$ cat config.mk
export PLATFORM = sky130hd
export DESIGN_NAME = alu_shift_pipe
export DESIGN_NICKNAME = d
export VERILOG_FILES = /design/src/rtl/alu_shift_pipe.sv
export SDC_FILE = /design/constraint.sdc
export NUM_CORES = 1
export LEC_CHECK = 0
export CORE_ASPECT_RATIO = 1.1
export CORE_MARGIN = 10
export CORE_UTILIZATION = 40
export DETAILED_ROUTE_END_ITERATION = 6
export GPL_TIMING_DRIVEN = 0
export PLACE_DENSITY = 0.63
export SETUP_SLACK_MARGIN = 0.4
export SLEW_MARGIN = 40
export SYNTH_ARGS = -nofsm -noshare
export SYNTH_HDL_FRONTEND = slang
export SYNTH_SLANG_ARGS = --single-unit
$ cat constraint.sdc
create_clock -name clk -period 2.6 [get_ports clk]
set_input_delay 0.52 -clock clk [delete_from_list [all_inputs] [get_ports clk]]
set_output_delay 0.52 -clock clk [all_outputs]
set_load 0.05 [all_outputs]
$ cat src/rtl/alu_shift_pipe.sv
// -----------------------------------------------------------------------------
// alu_shift_pipe
//
// Pipelined shift unit for the execute stage. It performs 64/32-bit
// sll/srl/sra, and optionally rol/ror. Word-mode results are sign-extended
// from bit 31. The log2(XLEN) binary shift levels are spread over STAGES
// register stages. When the split is uneven, earlier stages take the extra
// level. Each stage carries valid, the partial result, the sra fill mask,
// the count, op flags and the tag. Results leave in strict order.
//
// Right shifts reuse the left shifter as bit-reverse / shift-left /
// bit-reverse. The sra fill mask starts as all-ones at the input. It is
// shifted left alongside the data. At the end it is reversed and inverted,
// which gives the sign-fill bits.
//
// Optional feature macro: ALU_SHIFT_ROT_EN
//   defined   : op 011 = rol and op 100 = ror. A rotate is a shift OR-ed
//               with the bits that wrap out. Word mode rotates within
//               32 bits.
//   undefined : 011/100 are reserved (result 0). No rotate logic is built.
//
// Parameters: XLEN (64), STAGES (2, 1..log2(XLEN)), TAG_W (5)
//
// Ports:
//   clk, rst              clock, synchronous active-high reset
//   flush                 kill all in-flight ops; blocks input that cycle
//   in_valid / in_ready   request handshake
//   in_op                 000 sll, 001 srl, 010 sra, 011 rol, 100 ror
//   in_is32               word-mode operation
//   in_num, in_count      operand and shift amount
//   in_tag                opaque tag carried with the op
//   out_valid / out_ready result handshake
//   out_data, out_tag     registered result and its tag
// -----------------------------------------------------------------------------
module alu_shift_pipe #(
  parameter int XLEN   = 64,
  parameter int STAGES = 2,
  parameter int TAG_W  = 5
) (
  input  logic                    clk,
  input  logic                    rst,
  input  logic                    flush,
  input  logic                    in_valid,
  output logic                    in_ready,
  input  logic [2:0]              in_op,
  input  logic                    in_is32,
  input  logic [XLEN-1:0]         in_num,
  input  logic [$clog2(XLEN)-1:0] in_count,
  input  logic [TAG_W-1:0]        in_tag,
  output logic                    out_valid,
  input  logic                    out_ready,
  output logic [XLEN-1:0]         out_data,
  output logic [TAG_W-1:0]        out_tag
);

  localparam int LOG  = $clog2(XLEN);
  localparam int LAST = STAGES - 1;
  localparam int BASE = LOG / STAGES;
  localparam int REM  = LOG % STAGES;
  localparam logic [LOG-1:0] WORD_CNT_MASK = LOG'(31);

  // First shift level handled by stage k. Earlier stages absorb the remainder.
  function automatic int stage_start(input int k);
    return k * BASE + ((k < REM) ? k : REM);
  endfunction

  function automatic int stage_nlev(input int k);
    return BASE + ((k < REM) ? 1 : 0);
  endfunction

  function automatic logic [XLEN-1:0] rev_x(input logic [XLEN-1:0] x);
    logic [XLEN-1:0] r;
    for (int i = 0; i < XLEN; i++) r[i] = x[XLEN-1-i];
    return r;
  endfunction

  function automatic logic [31:0] rev_w(input logic [31:0] x);
    logic [31:0] r;
    for (int i = 0; i < 32; i++) r[i] = x[31-i];
    return r;
  endfunction

`ifdef ALU_SHIFT_ROT_EN
  // One binary level: shift left by sh. For rotates, OR back in the bits
  // that wrapped out, within 32 bits in word mode. Word-mode counts never
  // reach 32, because the upper count bits are cleared at the input.
  function automatic logic [XLEN-1:0] shift_level(input logic [XLEN-1:0] x,
                                                  input int sh,
                                                  input logic rot,
                                                  input logic is32);
    logic [XLEN-1:0] r;
    logic [31:0]     w;
    r = x << sh;
    w = x[31:0];
    if (rot) begin
      if (is32) begin
        if (sh < 32) r[31:0] = (w << sh) | (w >> (32 - sh));
      end else begin
        r = r | (x >> (XLEN - sh));
      end
    end
    return r;
  endfunction
`else
  function automatic logic [XLEN-1:0] shift_level(input logic [XLEN-1:0] x,
                                                  input int sh);
    return x << sh;
  endfunction
`endif

  // Undo the input reversal for right-type ops, apply the sra fill and
  // sign-extend word results. Word-mode bits above 31 are don't-care until
  // this point.
  function automatic logic [XLEN-1:0] finalize(input logic [XLEN-1:0] x,
                                               input logic [XLEN-1:0] m,
                                               input logic right,
                                               input logic fill,
                                               input logic is32,
                                               input logic zero);
    logic [XLEN-1:0] r;
    logic [31:0]     w;
    if (is32) begin
      w = right ? rev_w(x[31:0]) : x[31:0];
      if (fill) w = w | ~rev_w(m[31:0]);
      r = {XLEN{w[31]}};
      r[31:0] = w;
    end else begin
      r = right ? rev_x(x) : x;
      if (fill) r = r | ~rev_x(m);
    end
    if (zero) r = '0;
    return r;
  endfunction

  // ---------------------------------------------------------------------------
  // Stage registers
  // ---------------------------------------------------------------------------
  logic              valid_q [STAGES];
  logic              valid_d [STAGES];
  logic [XLEN-1:0]   data_q  [STAGES];
  logic [XLEN-1:0]   data_d  [STAGES];
  logic [XLEN-1:0]   mask_q  [STAGES];
  logic [XLEN-1:0]   mask_d  [STAGES];
  logic [LOG-1:0]    cnt_q   [STAGES];
  logic [LOG-1:0]    cnt_d   [STAGES];
  logic              right_q [STAGES];
  logic              right_d [STAGES];
  logic              fill_q  [STAGES];
  logic              fill_d  [STAGES];
  logic              is32_q  [STAGES];
  logic              is32_d  [STAGES];
  logic              zero_q  [STAGES];
  logic              zero_d  [STAGES];
  logic [TAG_W-1:0]  tag_q   [STAGES];
  logic [TAG_W-1:0]  tag_d   [STAGES];
`ifdef ALU_SHIFT_ROT_EN
  logic              rot_q   [STAGES];
  logic              rot_d   [STAGES];
`endif

  logic [STAGES-1:0] load;

  // ---------------------------------------------------------------------------
  // Input decode
  // ---------------------------------------------------------------------------
  logic            is_sll, is_srl, is_sra;
  logic            prep_right, prep_fill, prep_zero;
  logic [LOG-1:0]  prep_cnt;
  logic [XLEN-1:0] prep_data;
`ifdef ALU_SHIFT_ROT_EN
  logic            is_rol, is_ror, prep_rot;
`endif

  always_comb begin : input_decode
    is_sll     = (in_op == 3'b000);
    is_srl     = (in_op == 3'b001);
    is_sra     = (in_op == 3'b010);
    prep_right = is_srl | is_sra;
    prep_zero  = ~(is_sll | is_srl | is_sra);
`ifdef ALU_SHIFT_ROT_EN
    is_rol     = (in_op == 3'b011);
    is_ror     = (in_op == 3'b100);
    prep_rot   = is_rol | is_ror;
    prep_right = prep_right | is_ror;
    prep_zero  = prep_zero & ~prep_rot;
`endif
    // Word mode only honours count[4:0]. Double-word mode uses the full
    // field, which is already log2(XLEN) bits wide.
    prep_cnt  = in_is32 ? (in_count & WORD_CNT_MASK) : in_count;
    prep_fill = is_sra & (in_is32 ? in_num[31] : in_num[XLEN-1]);
    if (in_is32) begin
      prep_data       = '0;
      prep_data[31:0] = prep_right ? rev_w(in_num[31:0]) : in_num[31:0];
    end else begin
      prep_data = prep_right ? rev_x(in_num) : in_num;
    end
  end

  // ---------------------------------------------------------------------------
  // Advance chain: a stage may load when it is empty or its content moves on.
  // in_ready therefore depends combinationally on out_ready, so the pipe runs
  // at full rate with no bubbles.
  // ---------------------------------------------------------------------------
  always_comb begin : advance_chain
    logic acc;
    acc = out_ready;
    for (int k = LAST; k >= 0; k--) begin
      load[k] = ~valid_q[k] | acc;
      acc     = load[k];
    end
    in_ready = ~flush & load[0];
  end

  // ---------------------------------------------------------------------------
  // Per-stage shift levels
  // ---------------------------------------------------------------------------
  always_comb begin : stage_comb
    logic             s_valid;
    logic [XLEN-1:0]  s_data;
    logic [XLEN-1:0]  s_mask;
    logic [LOG-1:0]   s_cnt;
    logic             s_right;
    logic             s_fill;
    logic             s_is32;
    logic             s_zero;
    logic [TAG_W-1:0] s_tag;
    int               p;
`ifdef ALU_SHIFT_ROT_EN
    logic             s_rot;
`endif
    for (int k = 0; k < STAGES; k++) begin
      p = (k > 0) ? k - 1 : 0;
      if (k == 0) begin
        s_valid = in_valid & in_ready;
        s_data  = prep_data;
        s_mask  = '1;
        s_cnt   = prep_cnt;
        s_right = prep_right;
        s_fill  = prep_fill;
        s_is32  = in_is32;
        s_zero  = prep_zero;
        s_tag   = in_tag;
`ifdef ALU_SHIFT_ROT_EN
        s_rot   = prep_rot;
`endif
      end else begin
        s_valid = valid_q[p];
        s_data  = data_q[p];
        s_mask  = mask_q[p];
        s_cnt   = cnt_q[p];
        s_right = right_q[p];
        s_fill  = fill_q[p];
        s_is32  = is32_q[p];
        s_zero  = zero_q[p];
        s_tag   = tag_q[p];
`ifdef ALU_SHIFT_ROT_EN
        s_rot   = rot_q[p];
`endif
      end

      for (int j = 0; j < LOG; j++) begin
        if (j >= stage_start(k) && j < stage_start(k) + stage_nlev(k) && s_cnt[j]) begin
`ifdef ALU_SHIFT_ROT_EN
          s_data = shift_level(s_data, 1 << j, s_rot, s_is32);
`else
          s_data = shift_level(s_data, 1 << j);
`endif
          s_mask = s_mask << (1 << j);
        end
      end

      // The last stage registers the finished result, so out_* come
      // straight from flops.
      if (k == LAST) s_data = finalize(s_data, s_mask, s_right, s_fill, s_is32, s_zero);

      valid_d[k] = flush ? 1'b0 : (load[k] ? s_valid : valid_q[k]);
      data_d[k]  = load[k] ? s_data  : data_q[k];
      mask_d[k]  = load[k] ? s_mask  : mask_q[k];
      cnt_d[k]   = load[k] ? s_cnt   : cnt_q[k];
      right_d[k] = load[k] ? s_right : right_q[k];
      fill_d[k]  = load[k] ? s_fill  : fill_q[k];
      is32_d[k]  = load[k] ? s_is32  : is32_q[k];
      zero_d[k]  = load[k] ? s_zero  : zero_q[k];
      tag_d[k]   = load[k] ? s_tag   : tag_q[k];
`ifdef ALU_SHIFT_ROT_EN
      rot_d[k]   = load[k] ? s_rot   : rot_q[k];
`endif
    end
  end

  always_ff @(posedge clk) begin
    if (rst) begin
      for (int k = 0; k < STAGES; k++) begin
        valid_q[k] <= 1'b0;
        data_q[k]  <= '0;
        mask_q[k]  <= '0;
        cnt_q[k]   <= '0;
        right_q[k] <= 1'b0;
        fill_q[k]  <= 1'b0;
        is32_q[k]  <= 1'b0;
        zero_q[k]  <= 1'b0;
        tag_q[k]   <= '0;
`ifdef ALU_SHIFT_ROT_EN
        rot_q[k]   <= 1'b0;
`endif
      end
    end else begin
      for (int k = 0; k < STAGES; k++) begin
        valid_q[k] <= valid_d[k];
        data_q[k]  <= data_d[k];
        mask_q[k]  <= mask_d[k];
        cnt_q[k]   <= cnt_d[k];
        right_q[k] <= right_d[k];
        fill_q[k]  <= fill_d[k];
        is32_q[k]  <= is32_d[k];
        zero_q[k]  <= zero_d[k];
        tag_q[k]   <= tag_d[k];
`ifdef ALU_SHIFT_ROT_EN
        rot_q[k]   <= rot_d[k];
`endif
      end
    end
  end

  assign out_valid = valid_q[LAST];
  assign out_data  = data_q[LAST];
  assign out_tag   = tag_q[LAST];

endmodule

==> results by group, run 1 <==
Status
  • Status: completed

Synth
  • Number of unique standard cell types used by synthesis: between 70 and 80
  • Ys async rst share: 0%
  • Syn Inst Count: ~1500
  • Yosys warns: 0
  • FF+latch count, synth: approximately 160
  • Sequential area share after synthesis: 25.8%
  • Syn Nets: 1561
  • Post-synth top flop: dfxtp_1
  • Count of flip-flops with a built-in enable after synthesis: 15
  • Mean Syn Cell Area: roughly 8.5 um2
  • Mapped cell area: between 0.01 and 0.015 mm2

Cells and area
  • Most common cell after layout, fill and taps aside: nand2_1
  • Share of cells above drive strength 1: between 30 and 40%
  • Filler cells: between 2000 and 3000
  • P&R area growth vs syn: 43.8%
  • Finished Cell Area: around 0.018 mm2
  • Layout Nets: ~1800
  • Core Util, Final: 58.0%
  • Most frequent cells in the layout: nand2_1 (141), dfxtp_1 (138), buf_4 (129)
  • Area of the multi-input gates: 0.00963 mm2
  • Diode count: 0
  • Reg area: roughly 0.0033 mm2

Routing
  • Final WL: 67600 um
  • DR pass1 iterations: 6
  • DRT antenna net count: 0
  • Vias after detailed routing: 14100
  • Drt via density: around 6.5
  • DRC viols: 0
  • Starting DRT DRC Count: approximately 1300
  • WL/cell: 31.3 um

Global route
  • Vias in the first global route: ~14000
  • Largest net degree at the start of global routing: 17
  • Initial antenna violation count: 1
  • Total grt overflow: 0
  • First-pass GRT wire length: 96700 um
  • All-Layer GR Usage: approximately 33%

Critical path
  • CP most frequent cell: buf_12
  • Setup crit start kind: register
  • Cell breakdown of the critical path: buf_8 -> buf_12 -> buf_12 -> mux2i_4 -> o2bb2ai_2 -> mux2_2 -> a221oi_2 -> a211oi_1 -> a221o_1
  • Crit Path Category: register to register
  • Slowest cell on crit path: edfxtp_1
  • Required @ worst endpoint: 2.94 ns
  • Worst Path Arrival: around 2.7 ns
  • Critical path origin: cnt_q[0][3]
  • Reg-to-Reg Start: cnt_q[0][3]
  • Crit-path max cell delay: between 0.3 and 0.4 ns
  • CP Max Fanout: 7
  • Critical path endpoint category: register

Pwr
  • Leakage: about 7.4 nW
  • Max IR drop VDD: 0.480 mV
  • Power Density: between 400 and 500 mW/mm2
  • Pwr Total: 9.05 mW

Timing
  • Fin worst setup slack: ~0.26 ns
  • Total negative slack: 0 ns
  • Max_slew headroom: between 40% and 50%
  • Fmax: around 430 MHz
  • # setup viols final: 0
  • Final period utilization: approximately nine tenths
  • Max-slew violation count: 0
  • Worst slew pin tran: 0.828 ns
  • Final worst path period need: about 2.3 ns
  • Hold Violations, Final: 0
  • Clock skew: 0.0124 ns
  • Unrepaired setup endpoints after global routing: true

Floorplan
  • Die ar.: slightly below 0.04 mm2
  • IO Count: 155
  • Num rows: 68
  • Core box area: 0.0312 mm2
  • Die W: 189 um
  • Starting Density: approximately two fifths
  • Chip Height: between 200 and 250 um

Placed design
  • Pre-CTS WS: -1.34 ns
  • Placed cell area: ~0.015 mm2
  • DP HPWL: approximately 53000 um
  • Gpl congestion: about 1.0
  • Port buffer count: 151

Clock tree
  • Root Driver: clkbuf_16
  • Worst-case clock buffer depth: 2
  • Clk Latency, worst-skew pair: 0.45 ns
  • Clk sinks: roughly 160
  • TritonCTS clock tree: built
  • Htree depth: 4
  • CTS clk-pin slew, worst paths: around 0.070 ns
  • CTS buffer count: 17
  • Hold-fix buffers, CTS: 0

Worst hold path
  • Hold Path Class: register to register
  • Hold_sp: tag_q[0][2]

Flow run
  • Max Cap Viol: 0
[cell usage after synthesis (15+ instances only)]
library cell / count / area (um2)
clkbuf_1: 101 / 379
a211o_1: 20 / 175
mux2_2: 48 / 541
a221oi_1: 21 / 184
a211oi_1: 24 / 180
mux2i_1: 101 / 1010
o211a_1: 19 / 190
buf_2: 23 / 115
a22oi_1: 31 / 233
o22ai_1: 17 / 106
a21oi_1: 105 / 526
nor2_1: 123 / 462
a2111oi_0: 18 / 158
o21ai_0: 63 / 315
edfxtp_1: 15 / 450
nand2_1: 143 / 537
mux4_2: 56 / 1260
o211ai_1: 19 / 143
and2_1: 24 / 150
nor3_1: 52 / 260
a221o_1: 19 / 190
nand3_1: 18 / 90.1
a31oi_1: 20 / 125
buf_4: 68 / 510
dfxtp_1: 140 / 2800
nor2b_1: 22 / 138
[where the power goes]
part	internal, mW	switching [mW]
sequential	2.60	0.262
combinational	1.51	2.04
clock	1.47	1.17
[path summary, 6_finish.rpt]
kind                   endpoint  slack, ns  depth (start not counted)
setup reg to reg  data_q[0][73]       0.26                          9
setup / recovery  data_q[0][73]       0.26                          9
hold reg to reg     tag_q[0][2]       0.45                          2
hold / removal      tag_q[0][2]       0.45                          2
[registers in the layout, summed over array words and instances (netlist names)]
name	count
data_q	128
tag_q	10
mask_q	8
zero_q	1
cnt_q	3
fill_q	1
is32_q	1
valid_q	2
right_q	1
[per-stage QoR]
step,hold WS (ns),cells
final,0.454,2164
after global routing,0.475,2164
after CTS,0.455,2125
after detailed placement,0.445,2049
after global placement,0.442,2048
after floorplan,0.426,1477
[critical path: cells and delay by family, from the launching register on]
| family | cells | cell delay, ns |
|---|---|---|
| AO/OA/AOI/OAI | 4 | 0.81 |
| multiplexers | 2 | 0.59 |
| buffers and inverters | 3 | 0.47 |
| flip-flops | 1 | 0.37 |
[area by class of cell]
cell class / count / area share [%]
multi-input combinational: 1093 / 53.2
sequential: 155 / 18.0
timing repair buffer: 235 / 12.8
buffer: 209 / 9.14
tap: 420 / 2.90
clock buffer: 20 / 2.64
clock inverter: 12 / 0.767
inverter: 20 / 0.532
[per-layer routing]
layer,GRT usage [%],vias up,wire length [um]
met5,0,-,11
met4,30.5,2,7290
met3,6.83,305,4980
met2,57.3,934,32300
met1,34.1,6732,23000
li1,-,6095,-
[cell families (layout without fill, tap and decap cells)]
family	Yosys count	after routing	synth area share, %
buffers and inverters	229	496	9.36
flip-flops	155	155	25.8
XOR/XNOR	2	2	0.199
AND/OR/NAND/NOR	421	421	15.1
AO/OA/AOI/OAI	459	459	26.0
multiplexers	211	211	23.5
[timing repair]
item	4_1_cts	5_1_grt
pin swaps	30	66
setup endpoints to repair	221	126
gates resized for setup	409	229
setup buffers	40	35
gates cloned	4	4
No activity file was read; power rests on OpenSTA's default activity.
==> run 2: changes to the inputs <==
--- a/config.mk
+++ b/config.mk
@@ -5,12 +5,14 @@
 export SDC_FILE = /design/constraint.sdc
 export NUM_CORES = 1
 export LEC_CHECK = 0
+export CELL_PAD_IN_SITES_DETAIL_PLACEMENT = 2
+export CELL_PAD_IN_SITES_GLOBAL_PLACEMENT = 2
 export CORE_ASPECT_RATIO = 1.1
 export CORE_MARGIN = 10
-export CORE_UTILIZATION = 40
+export CORE_UTILIZATION = 35
 export DETAILED_ROUTE_END_ITERATION = 6
 export GPL_TIMING_DRIVEN = 0
-export PLACE_DENSITY = 0.63
+export PLACE_DENSITY = 0.84
 export SETUP_SLACK_MARGIN = 0.4
 export SLEW_MARGIN = 40
 export SYNTH_ARGS = -nofsm -noshare
==> results by group, run 2 (synthesis gave the netlist of run 1 again) <==
Routing
  • Vias after detailed routing: 16700 (+19%)
  • WL/cell: 44.9 um (+44%)
  • DR pass1 iterations: 6 (unchanged)
  • Final WL: 102000 um (+51%)
  • Starting DRT DRC Count: 2280 (+70%)
  • DRC viols: 0 (unchanged)
  • DRT antenna net count: 0 (unchanged)
  • Drt via density: 7.38 (+13%)

Floorplan
  • Die W: 201 um (+6.2%)
  • Starting Density: 35.6% (-4.7 points)
  • IO Count: 155 (unchanged)
  • Num rows: 72 (+5.9%)
  • Chip Height: 219 um (+6.2%)
  • Core box area: 0.0353 mm2 (+13%)
  • Die ar.: 0.0440 mm2 (+13%)

Global route
  • All-Layer GR Usage: 37.6% (+4.2 points)
  • Vias in the first global route: 16500 (+17%)
  • Total grt overflow: 0 (unchanged)
  • Initial antenna violation count: 7 (+6)
  • First-pass GRT wire length: 122000 um (+26%)
  • GR Util met2: 64.0% (+6.7 points)
  • Top Usage Layer GRT: met2
  • Largest net degree at the start of global routing: 17 (unchanged)
  • Grt met1 use: 36.9% (+2.8 points)
  • Met3 Use GR: 10.5% (+3.7 points)

Timing
  • Max_slew headroom: 42.7% (-2.1 points)
  • Fin worst setup slack: -0.0383 ns (-0.294 ns)
  • Final period utilization: 101% (+11 points)
  • Final worst path period need: 2.64 ns (+0.294 ns)
  • Max-slew violation count: 0 (unchanged)
  • # setup viols final: 4 (+4)
  • Hold Violations, Final: 0 (unchanged)
  • Hold WS: 0.465 ns (+0.0111 ns)
  • Worst slew pin tran: 0.858 ns (+0.0298 ns)
  • Total negative slack: -0.0626 ns (-0.0626 ns)
  • Clock skew: 0.0207 ns (+0.00834 ns)
  • Fmax: 379 MHz (-11%)
  • Unrepaired setup endpoints after global routing: true

Cells and area
  • Most frequent cells in the layout: buf_4 (158), dfxtp_1 (138), nand2_1 (134)
  • Most common cell after layout, fill and taps aside: buf_4
  • Regs by FF count: data_q (128), tag_q (10), mask_q (8)
  • Top reg by flops: data_q
  • Share of cells above drive strength 1: 39.9% (+5.6 points)
  • Core Util, Final: 54.2% (-3.8 points)
  • P&R area growth vs syn: 52.0%
  • Final Non-Filler Cells: 2268 (+4.8%)
  • Number of flip-flops in the largest register: 128 (unchanged)
  • Layout Nets: 1852 (+2.0%)

Placed design
  • Gpl congestion: 1.05 (+0.73%)
  • Placed cell count: 2110 (+3.0%)
  • DP HPWL: 60300 um (+14%)
  • Pre-CTS WS: -1.39 ns (-0.0510 ns)
  • Port buffer count: 151 (unchanged)

Status
  • Status: finished with violations
  • Failing checks: negative setup slack

Critical path
  • Critical path endpoint category: register
  • CP Max Fanout: 8 (+1)
  • Crit-path max cell delay: 0.38 ns (about the same)
  • Required @ worst endpoint: 2.96 ns (+0.02 ns)
  • Critical path origin: cnt_q[0][3]
  • Setup crit start kind: register
  • R2R Setup Slk: -0.04 ns (-0.29 ns)
  • Worst setup path endpoint: data_q[0][73]
  • Cell breakdown of the critical path: buf_6 -> buf_12 -> buf_16 -> mux2i_4 -> o2bb2ai_2 -> mux2_2 -> a221oi_2 -> a211oi_1 -> a221o_1
  • Worst Path Arrival: 3.00 ns (+0.32 ns)
  • FF-to-FF End: data_q[0][73]
  • Reg-to-Reg Start: cnt_q[0][3]
  • Slowest cell on crit path: edfxtp_1
  • FF-to-FF path depth: 9 (unchanged)
  • Crit Path Category: register to register

Pwr
  • Power Density: 518 mW/mm2 (+3.6%)
  • Max IR drop VDD: 0.376 mV (-22%)
  • Pint: 5.69 mW (+2.0%)
  • Seq pwr share: 29.8% (-1.8 points)
  • Leakage: 7.65 nW (+3.6%)
  • Switching portion of total power: 42.6% (+4.3 points)
  • Clock power frac: 27.5% (-1.7 points)
  • Psw: 4.22 mW (+22%)
  • Combinational Power Share: 42.6% (+3.4 points)

Clock tree
  • Root Driver: clkbuf_16
  • TritonCTS clock tree: built
  • CTS buffer count: 17 (unchanged)
  • Htree depth: 4 (unchanged)
  • Clk Latency, worst-skew pair: 0.50 ns (+0.05 ns)
  • CTS clk-pin slew, worst paths: 0.07 ns (about the same)
  • Worst-case clock buffer depth: 2 (unchanged)
  • Clk sinks: 155 (unchanged)

Worst hold path
  • Hold Path Class: register to register

Flow run
  • Max Cap Viol: 0 (unchanged)
-- run 2: changes by cell type in the layout (fill, tap and decap cells not counted), moves of 10 or more --
cell,previous run,this run
a22oi_1,24,14
a22oi_2,7,17
buf_12,17,30
buf_4,129,158
clkbuf_1,37,24
dlygate4sd2_1,67,78
-- run 2: how the worst min path moves through the flow --
stage / start / end / cells after the start
2_1_floorplan: data_q[0][64] / data_q[0][64] / 2
4_1_cts: tag_q[0][8] / tag_q[0][8] / 2
3_3_place_gp: tag_q[0][0] / tag_q[0][0] / 2
5_1_grt: data_q[0][114] / data_q[0][114] / 2
3_5_place_dp: tag_q[0][8] / tag_q[0][8] / 2
6_report: data_q[0][121] / data_q[0][121] / 2
-- run 2: power by group through the flow --
stage	registers [mW]	logic, mW	clock network (mW)
global placement	2.86	2.83	0
detailed placement	2.87	2.90	0
CTS	2.85	3.34	2.63
global route	2.95	4.27	2.78
floorplan	2.76	1.76	0
finish	2.96	4.23	2.73
-- run 2: layer usage --
layer  part of all wire (%)  vias to the layer above
met2                     44                     1673
met3                     12                      763
met5                  0.056                        -
met4                     12                        8
li1                       -                     6153
met1                     32                     8134
-- run 2: cell type report --
class | count | area (um2)
well taps | 481 | 602
inverters | 20 | 92.6
flip-flops and latches | 155 | 3260
multi-input cells | 1093 | 10100
plain buffers | 209 | 1810
diodes | 6 | 15.0
repair buffers | 272 | 2630
clock buffers | 19 | 433
fillers | 3552 | 16200
clock inverters | 13 | 156
-- run 2: what timing repair did --
item,in CTS,in global routing
hold buffers,0,0
pin swaps,48,86
gates resized for setup,508,310
endpoints found under the setup margin,225,144
buffers inserted,56,59
gates cloned,2,3
-- run 2: stage by stage --
| step | area, um2 | power (mW) |
|---|---|---|
| after floorplan | 12600 | 4.52 |
| after global placement | 14800 | 5.68 |
| after detailed placement | 14800 | 5.77 |
| after CTS | 17400 | 8.82 |
| after global routing | 19100 | 9.99 |
| final | 19100 | 9.91 |
-- run 2: worst max-delay path: cells and delay by family (launching register included) --
family | cells | cell delay, ns
buffers and inverters | 3 | 0.50
DFF | 1 | 0.38
muxes | 2 | 0.65
AOI/OAI and AO/OA | 4 | 0.98
